## src/rtl/inst_fetch.sv

```systemverilog
// Instruction fetch stage: issues sequential word fetches over a req/gnt + in-order rvalid
// interface, buffers returned words with their PCs and hands one {inst, pc} per cycle to decode.
module inst_fetch #(
    parameter int unsigned     XLEN       = 32,
    parameter logic [XLEN-1:0] RESET_PC   = 32'h0000_0000,
    parameter int unsigned     FIFO_DEPTH = 2,
    parameter logic [XLEN-1:0] NOP_INST   = 32'h0000_0013
) (
    input  logic            iClk,
    input  logic            iRst,
    output logic            oImemReq,
    output logic [XLEN-1:0] oImemAddr,
    input  logic            iImemGnt,
    input  logic            iImemRvalid,
    input  logic [XLEN-1:0] iImemRdata,
    input  logic            iFlush,
    input  logic [XLEN-1:0] iFlushPc,
    input  logic            iStall,
    output logic [XLEN-1:0] oInst,
    output logic [XLEN-1:0] oCurPc,
    output logic            oValid
);

    localparam int unsigned AW = $clog2(FIFO_DEPTH);
    localparam int unsigned CW = AW + 1;

    typedef logic [CW-1:0] cnt_t;
    typedef logic [AW-1:0] ptr_t;

    localparam cnt_t            DEPTH_C  = cnt_t'(FIFO_DEPTH);
    localparam logic [XLEN-1:0] PC_STEP  = XLEN'(4);
    localparam logic [XLEN-1:0] PC_ALIGN = ~XLEN'(3);

    logic [XLEN-1:0] req_pc_q, req_pc_d;
    logic [XLEN-1:0] rsp_pc_q, rsp_pc_d;
    cnt_t            outstanding_q, outstanding_d;
    cnt_t            discard_q, discard_d;
    cnt_t            count_q, count_d;
    ptr_t            wr_ptr_q, wr_ptr_d;
    ptr_t            rd_ptr_q, rd_ptr_d;
    logic [XLEN-1:0] inst_q, inst_d;
    logic [XLEN-1:0] cur_pc_q, cur_pc_d;
    logic            valid_q, valid_d;
    logic [XLEN-1:0] fifo_inst_q [FIFO_DEPTH];
    logic [XLEN-1:0] fifo_inst_d [FIFO_DEPTH];
    logic [XLEN-1:0] fifo_pc_q   [FIFO_DEPTH];
    logic [XLEN-1:0] fifo_pc_d   [FIFO_DEPTH];

    logic [CW:0]     occupancy;
    logic            issue;
    logic            grant;
    logic            rsp_accept;
    logic            rsp_drop;
    logic            push;
    logic            pop;
    logic [XLEN-1:0] flush_target;

    // Every issued request reserves a FIFO slot, so a returning word always has room.
    always_comb begin
        occupancy    = {1'b0, outstanding_q} + {1'b0, count_q};
        issue        = iRst & ~iFlush & (occupancy < {1'b0, DEPTH_C});
        grant        = issue & iImemGnt;
        rsp_accept   = iImemRvalid & (outstanding_q != '0);
        rsp_drop     = rsp_accept & (discard_q != '0);
        push         = rsp_accept & ~rsp_drop & ~iFlush;
        pop          = ~iFlush & ~iStall & (count_q != '0);
        flush_target = iFlushPc & PC_ALIGN;
    end

    always_comb begin
        req_pc_d      = grant ? req_pc_q + PC_STEP : req_pc_q;
        rsp_pc_d      = push ? rsp_pc_q + PC_STEP : rsp_pc_q;
        outstanding_d = outstanding_q + cnt_t'(grant) - cnt_t'(rsp_accept);
        discard_d     = discard_q - cnt_t'(rsp_drop);
        count_d       = count_q + cnt_t'(push) - cnt_t'(pop);
        wr_ptr_d      = push ? wr_ptr_q + ptr_t'(1) : wr_ptr_q;
        rd_ptr_d      = pop ? rd_ptr_q + ptr_t'(1) : rd_ptr_q;
        fifo_inst_d   = fifo_inst_q;
        fifo_pc_d     = fifo_pc_q;
        inst_d        = inst_q;
        cur_pc_d      = cur_pc_q;
        valid_d       = valid_q;

        if (push) begin
            fifo_inst_d[wr_ptr_q] = iImemRdata;
            fifo_pc_d[wr_ptr_q]   = rsp_pc_q;
        end

        if (pop) begin
            inst_d   = fifo_inst_q[rd_ptr_q];
            cur_pc_d = fifo_pc_q[rd_ptr_q];
            valid_d  = 1'b1;
        end else if (~iStall | iFlush) begin
            inst_d  = NOP_INST;
            valid_d = 1'b0;
        end

        // Requests still in flight after a redirect return stale words; count them for dropping.
        if (iFlush) begin
            req_pc_d  = flush_target;
            rsp_pc_d  = flush_target;
            discard_d = outstanding_q - cnt_t'(rsp_accept);
            count_d   = '0;
            wr_ptr_d  = '0;
            rd_ptr_d  = '0;
        end
    end

    always_ff @(posedge iClk) begin
        if (!iRst) begin
            req_pc_q      <= RESET_PC;
            rsp_pc_q      <= RESET_PC;
            outstanding_q <= '0;
            discard_q     <= '0;
            count_q       <= '0;
            wr_ptr_q      <= '0;
            rd_ptr_q      <= '0;
            inst_q        <= NOP_INST;
            cur_pc_q      <= '0;
            valid_q       <= 1'b0;
        end else begin
            req_pc_q      <= req_pc_d;
            rsp_pc_q      <= rsp_pc_d;
            outstanding_q <= outstanding_d;
            discard_q     <= discard_d;
            count_q       <= count_d;
            wr_ptr_q      <= wr_ptr_d;
            rd_ptr_q      <= rd_ptr_d;
            inst_q        <= inst_d;
            cur_pc_q      <= cur_pc_d;
            valid_q       <= valid_d;
        end
    end

    always_ff @(posedge iClk) begin
        fifo_inst_q <= fifo_inst_d;
        fifo_pc_q   <= fifo_pc_d;
    end

    assign oImemReq  = issue;
    assign oImemAddr = req_pc_q;
    assign oInst     = inst_q;
    assign oCurPc    = cur_pc_q;
    assign oValid    = valid_q;

    a_no_overflow: assert property (@(posedge iClk) disable iff (!iRst)
        !(push && !pop && (count_q == DEPTH_C)));
    a_outstanding_bound: assert property (@(posedge iClk) disable iff (!iRst)
        (outstanding_q <= DEPTH_C) && (discard_q <= outstanding_q));

endmodule
```

## config.mk

```make
export PLATFORM = sky130hd
export DESIGN_NAME = inst_fetch
export DESIGN_NICKNAME = d
export VERILOG_FILES = /design/src/rtl/inst_fetch.sv
export SDC_FILE = /design/constraint.sdc
export NUM_CORES = 1
export LEC_CHECK = 0
export CORE_ASPECT_RATIO = 1.4
export CORE_MARGIN = 2
export CORE_UTILIZATION = 40
export CTS_BUF_LIST = sky130_fd_sc_hd__clkbuf_8
export DETAILED_ROUTE_END_ITERATION = 8
export GPL_TIMING_DRIVEN = 0
export HOLD_SLACK_MARGIN = 0.02
export PLACE_DENSITY = 0.64
export SYNTH_ARGS = -nofsm -noshare
export SYNTH_HDL_FRONTEND = slang
export SYNTH_SLANG_ARGS = --single-unit
```

## constraint.sdc

```tcl
create_clock -name iClk -period 4.8 [get_ports iClk]
set_input_delay 0.96 -clock iClk [delete_from_list [all_inputs] [get_ports iClk]]
set_output_delay 0.96 -clock iClk [all_outputs]
set_load 0.02 [all_outputs]
```

==> metrics.txt, run 1 <==
share of layout cells above drive strength 1=0.0979; hold buffers post-CTS=0; GRT overflow=0; fmax=0.264 GHz; crit path DAT=4.02 ns; adder-cell share of the synthesized area=0.0113; final slew viol count=0; clk slew on worst S/H paths=0.06 ns; final worst setup slack=1.02 ns; status=completed; Die Ht=197 µm; Initial DRC Count=384; worst r2r src=outstanding_q[0]; RSZ-0062 raised after global routing=false; most frequent cells in the layout=clkdlybuf4s50_1, dfxtp_1, edfxtp_1; Setup crit end kind=flop; Simple-Gate Fraction of Synth Area=0.154; Post-CTS Setup Inserts=0; setup total negative slack=0 ns; Buf+Inv Stages, Crit Path=6; Resized cells post-CTS=0; Post-Synth XOR/XNOR Area=0.0181; synthesis-to-layout area growth=27.1%; DIE AREA=28000 µm²; Post-synth EDFFs=124; DRC viols=0; yosys warns=0; Pwr Density=359 nW/µm²; Clock Skew=0.0243 ns; GRT Resource Usage Total=0.200; Min-Delay Path Class=flop to flop; mux contribution to synthesized area=0.0636; CTS tree=yes; worst hold path depth=2; Vias=8011; CTS Sinks=255; cells taking the most area after synthesis=edfxtp_1, dfxtp_1, mux2i_1; Unique masters post-synth=64; IO Port Bufs=160; Post-Syn Area=10700 µm²; Yosys reg bits=255; Period minus WS final=3.78 ns; CP required=5.04 ns; Num CTS Buffers=39; capturing point of the worst reg2reg path=outstanding_q[1]; IO Pins=168; most common cell after layout, fill and taps aside=clkdlybuf4s50_1; Reg2Reg Depth=12; Setup-failing EPs final=0; Final Instance Count excl. Fillers=1458; H-tree levels=2; n_diodes=0; post-DR vias/cell=5.49; max_slew headroom=0.507; post-DP HPWL=20200 µm; Hold EP=oInst[0]; CP max FO=29; crit path max-delay cell type=nor2_4; core area=26200 µm²; initial antenna violation count=0; CP startpoint kind=input pin; Detailed Route WL=28000 µm; Max IR drop VDD=0.138 mV; first-pass GRT wire length=43800 µm; r2r setup slk=1.62 ns; Synth Flop Type=dfxtp_1; WL/cell=19.2 µm; Setup WS pre-CTS=0.400 ns; min-delay src=oInst[0]; max incr delay on CP=0.60 ns; Initial Utilization=0.407; minimum hold slack=0.478 ns; post-synthesis compound-gate area fraction=0.126; largest family of logic cells by synthesized area=simple AND/OR/NAND/NOR gates; final hold violation count=0; Inst Count DP=1389; CP Class=input pin to flop; Most common cell on crit path=clkbuf_1; Routed Antenna Nets=0; Post-DP Area=12800 µm²; Final Instance Area=13500 µm²; max-cap check violation count=0; DRT Pass-1 Iters=5; Clock Path Buffers=3; Die X-Extent=142 µm; Synth top area share=0.350; Root Buffer=clkbuf_8; num rows=70; Gate Count Post-Synth=898; vias in the first global route=8087; fin crit share=0.788; routability cong.=0.933; fin nets=1185; Worst-Margin Slew=0.740 ns; Pleak=4.83 nW; worst-skew pair later-pin latency=0.55 ns; leading area contributor after synthesis=edfxtp_1; Post-Syn Area per Cell=11.9 µm²; sequential element share of the synthesized area=0.596; Async S/R FF share, synth=0; Top Family by Delay on Critical Path=buffers and inverters; largest net degree at the start of global routing=30; CP cell instances=clkdlybuf4s50_1, inv_1, clkbuf_1, clkbuf_1, nand3_1, nor2_4, buf_12, buf_16
==> worst min-delay path, delay by kind of cell (launching register included) <==
family / cells / cell delay [ns]
AOI/OAI and AO/OA: 1 / 0.06
DFF: 1 / 0.33
and+or+nand+nor: 1 / 0.05
==> per-stage QoR <==
step / power [mW] / util
finish: 4.85 / 0.517
global route: 5.06 / 0.517
CTS: 4.90 / 0.517
detailed placement: 3.13 / 0.488
global placement: 3.11 / 0.484
floorplan: 2.86 / -
==> synthesized netlist by cell type (11+ instances only) <==
| library cell | instances |
|---|---|
| dfxtp_1 | 131 |
| edfxtp_1 | 124 |
| nand2_1 | 66 |
| clkbuf_1 | 43 |
| o21ai_0 | 42 |
| nor2b_1 | 36 |
| mux2i_1 | 35 |
| o211a_1 | 30 |
| a22oi_1 | 29 |
| mux2_2 | 29 |
| nand3_1 | 25 |
| nor2_1 | 24 |
| nand4_1 | 21 |
| a21oi_1 | 19 |
| a31oi_1 | 19 |
| or4_1 | 19 |
| and4_1 | 15 |
| nor3_1 | 15 |
| and3_1 | 13 |
| xor2_1 | 13 |
| nor4_1 | 11 |
| o31ai_1 | 11 |
| or3_1 | 11 |
==> sequential cells by signal, indices dropped and copies added (netlist names) <==
register       cells
count_q            2
discard_q          2
fifo_inst_q       64
fifo_pc_q         60
oCurPc            30
oImemAddr         30
oInst             32
oValid             1
outstanding_q      2
rd_ptr_q           1
rsp_pc_q          30
wr_ptr_q           1
==> worst max path at each step <==
| stage | from | to | slack, ns | cells past startpoint |
|---|---|---|---|---|
| 2_1_floorplan | iFlush | fifo_inst_q[0] | 0.007 | 5 |
| 3_3_place_gp | iFlush | fifo_inst_q[38] | -3.01 | 6 |
| 3_5_place_dp | iFlush | fifo_inst_q[54] | 0.40 | 8 |
| 4_1_cts | iFlush | fifo_inst_q[46] | 0.98 | 8 |
| 5_1_grt | iFlush | count_q[1] | 0.81 | 10 |
| 6_report | iFlush | fifo_inst_q[46] | 1.02 | 8 |
==> report_power, final <==
part / total [mW] / leakage (nW) / switching, mW / internal [mW]
Sequential: 2.52 / 2.20 / 0.102 / 2.41
Combinational: 0.567 / 2.21 / 0.313 / 0.254
Clock: 1.77 / 0.424 / 0.837 / 0.934
Total: 4.85 / 4.83 / 1.25 / 3.60
==> layout make-up <==
cell class,instances,area [µm²]
Fill cell,2392,12700
Sequential cell,255,6350
Multi-Input combinational cell,573,4000
Timing Repair Buffer,164,1700
Clock buffer,43,592
Tap cell,324,405
Buffer,63,294
Clock inverter,26,166
Inverter,10,37.5
==> metal layers <==
layer / share of wire / track usage / routed length (µm)
met1: 0.41 / 0.234 / 11400
met2: 0.51 / 0.357 / 14300
met3: 0.049 / 0.0361 / 1380
met4: 0.037 / 0.0893 / 1040
met5: 0 / 0 / 0
==> logic make-up (layout without fill, tap and decap cells) <==
| kind of cell | after synthesis | count (layout) |
|---|---|---|
| and+or+nand+nor | 287 | 287 |
| DFF | 255 | 255 |
| AOI/OAI and AO/OA | 187 | 187 |
| buffers and inverters | 73 | 306 |
| muxes | 64 | 64 |
| xor gates and xnor gates | 22 | 22 |
| adders and majority gates | 9 | 9 |
| other | 1 | 4 |
Power figures use the tool's default switching activity.
==> run 2: changes to the inputs <==
clock period = 3.24 ns   (was 4.8 ns; I/O delays follow)
==> run 2 against run 1 <==
Via count about the same. Sequential power increased by 48%. Flip-flop and latch count unchanged. Hold slack improved by 0.0012 ns. First-iteration DRC count increased by 28%. Non-clock buffer count increased by 2. Core utilization increased by 0.10 points. Global-route usage decreased by 0.43 points. Combinational power increased by 47%. Worst setup slack got worse by 0.85 ns. Critical endpoint is now outstanding_q[1]. Largest power group unchanged.
==> metrics.txt, run 2 (same netlist as run 1, synthesis figures left out) <==
IO Pins=168 (unchanged); capturing point of the worst reg2reg path=outstanding_q[1]; Pwr Density=530 nW/µm² (+48%); DIE AREA=28000 µm² (unchanged); Max IR drop VDD=0.257 mV (+86%); Buf+Inv Stages, Crit Path=3 (-3); largest net degree at the start of global routing=24 (-20%); fin nets=1186 (+0.084%); initial antenna violation count=0 (unchanged); largest register by flop count=fifo_inst_q; max_slew headroom=0.470 (-0.0367); min-delay src=oInst[1]; CTS Sinks=255 (unchanged); post-DR vias/cell=5.48 (-0.23%); Clock Path Buffers=3 (unchanged); max-cap check violation count=0 (unchanged); CP startpoint kind=flop; post-DP HPWL=20100 µm (-0.26%); crit path DAT=3.50 ns (-0.52 ns); Clk pwr share=0.365 (about the same); Sw Pwr=1.84 mW (+47%); Clock Skew=0.0207 ns (-0.00359 ns); Routed Antenna Nets=0 (unchanged); final slew viol count=0 (unchanged); Top Family by Delay on Critical Path=adder cells; Hold EP=oInst[1]; Setup crit end kind=flop; WL/cell=19.0 µm (-1.4%); r2r setup slk=0.17 ns (-1.45 ns); Pleak=4.85 nW (+0.41%); core area=26200 µm² (unchanged); CP cell instances=and2_1, fa_2, or3b_2, clkbuf_1, nor2_2, inv_1, ha_1, inv_1, ha_1, xnor2_1, xnor2_1, and2_1; CTS tree=yes; RSZ-0062 raised after global routing=false; num rows=70 (unchanged); internal power=5.35 mW (+48%); synthesis-to-layout area growth=27.3%; most frequent cells in the layout=clkdlybuf4s50_1, dfxtp_1, edfxtp_1; fmax=0.326 GHz; Comb pwr share=0.116 (about the same); worst-skew pair later-pin latency=0.54 ns (about the same); IO Port Bufs=160 (unchanged); Initial Utilization=0.407 (unchanged); CP Class=flop to flop; worst hold path depth=2 (unchanged); DRT Pass-1 Iters=6 (+1); final hold violation count=0 (unchanged); CP required=3.67 ns (-1.37 ns); Root Buffer=clkbuf_8; Min-Delay Path Class=flop to flop; CP max FO=7 (-76%); fin crit share=0.948; H-tree levels=2 (unchanged); Largest register FFs=64 (unchanged); Sw Ratio=0.257 (-0.00135); Final Instance Count excl. Fillers=1461 (+0.21%); clk slew on worst S/H paths=0.06 ns (about the same); max incr delay on CP=0.51 ns (-0.09 ns); status=completed; Reg2Reg Depth=12 (unchanged); Die Ht=197 µm (unchanged); DRC viols=0 (unchanged); Inst Count DP=1389 (unchanged); vias in the first global route=7851 (-2.9%); first-pass GRT wire length=42900 µm (-2.1%); n_diodes=0 (unchanged); Vias=8009 (-0.025%); GRT overflow=0 (unchanged); Die X-Extent=142 µm (unchanged); Reg power frac=0.519 (about the same); Worst-Margin Slew=0.795 ns (+0.0551 ns); GRT Resource Usage Total=0.196 (-0.00432); worst r2r src=outstanding_q[0]; Initial DRC Count=491 (+28%); minimum hold slack=0.480 ns (+0.00116 ns); crit path max-delay cell type=fa_2; Period minus WS final=3.07 ns; Detailed Route WL=27700 µm (-1.2%); Num CTS Buffers=38 (-2.6%); share of layout cells above drive strength 1=0.110 (+0.0121); hold buffers post-CTS=0 (unchanged); Setup-failing EPs final=0 (unchanged); routability cong.=0.901 (-3.5%); most common cell after layout, fill and taps aside=clkdlybuf4s50_1
## run 2: area by class of cell
class / count / area (µm²)
Buffer: 63 / 298
Multi-Input combinational cell: 573 / 4010
Timing Repair Buffer: 166 / 1700
Clock buffer: 43 / 592
Clock inverter: 27 / 178
Inverter: 10 / 37.5
Fill cell: 2345 / 12600
Sequential cell: 255 / 6350
Tap cell: 324 / 405
## run 2: power by group through the flow
stage / clock [mW] / combinational [mW] / sequential (mW)
floorplan: 0 / 0.443 / 3.80
global placement: 0 / 0.795 / 3.80
detailed placement: 0 / 0.832 / 3.79
CTS: 2.69 / 0.841 / 3.73
global route: 2.83 / 0.912 / 3.75
finish: 2.63 / 0.835 / 3.73
## run 2: layer usage
layer  routed length, µm  global-route usage  part of all wire  vias up
met3                1450              0.0310             0.052       53
li1                    -                   -                 -     3850
met5                   0                   0                 0        -
met2               14200               0.353              0.51      264
met1               11100               0.233              0.40     3842
met4                 919              0.0770             0.033        0
## run 2: worst register-to-register path, stage by stage (launching register included)
cell and delay [ns]:
dfxtp_2 0.39, and2_1 0.16, fa_2 0.51, or3b_2 0.49, clkbuf_1 0.21, nor2_2 0.19
inv_1 0.11, ha_1 0.29, inv_1 0.04, ha_1 0.18, xnor2_1 0.13, xnor2_1 0.12
and2_1 0.14
## run 2: worst max-delay path by stage
stage / startpoint / to / slack (ns) / depth (start not counted)
2_1_floorplan: iFlush / fifo_inst_q[0] / -0.23 / 5
3_3_place_gp: iFlush / fifo_inst_q[26] / -2.54 / 6
3_5_place_dp: iFlush / fifo_inst_q[11] / -0.84 / 8
4_1_cts: outstanding_q[0] / outstanding_q[1] / 0.06 / 12
5_1_grt: outstanding_q[0] / outstanding_q[1] / 0.02 / 12
6_report: outstanding_q[0] / outstanding_q[1] / 0.17 / 12
## run 2: what timing repair did
item | CTS | global route
setup endpoints to repair | 91 | 6
pin swaps | 2 | 0
resized for setup | 3 | 8
buffers inserted | 2 | 0
## run 2: metrics by stage
stage	utilization	instance area [µm²]	power, mW	TNS (ns)	setup WS [ns]
global placement	0.484	12700	4.59	-315.39	-2.54
finish	0.518	13600	7.19	0	0.170
floorplan	-	10700	4.24	-29.09	-0.235
global route	0.518	13600	7.49	0	0.0166
CTS	0.517	13600	7.26	0	0.0612
detailed placement	0.487	12800	4.63	-80.10	-0.841
==> run 3: changes to the inputs <==
ABC_CLOCK_PERIOD_IN_PS = 3240   (was default)
==> results of run 3 <==
No change in the layout: final DEF, timing and power equal those of run 2.
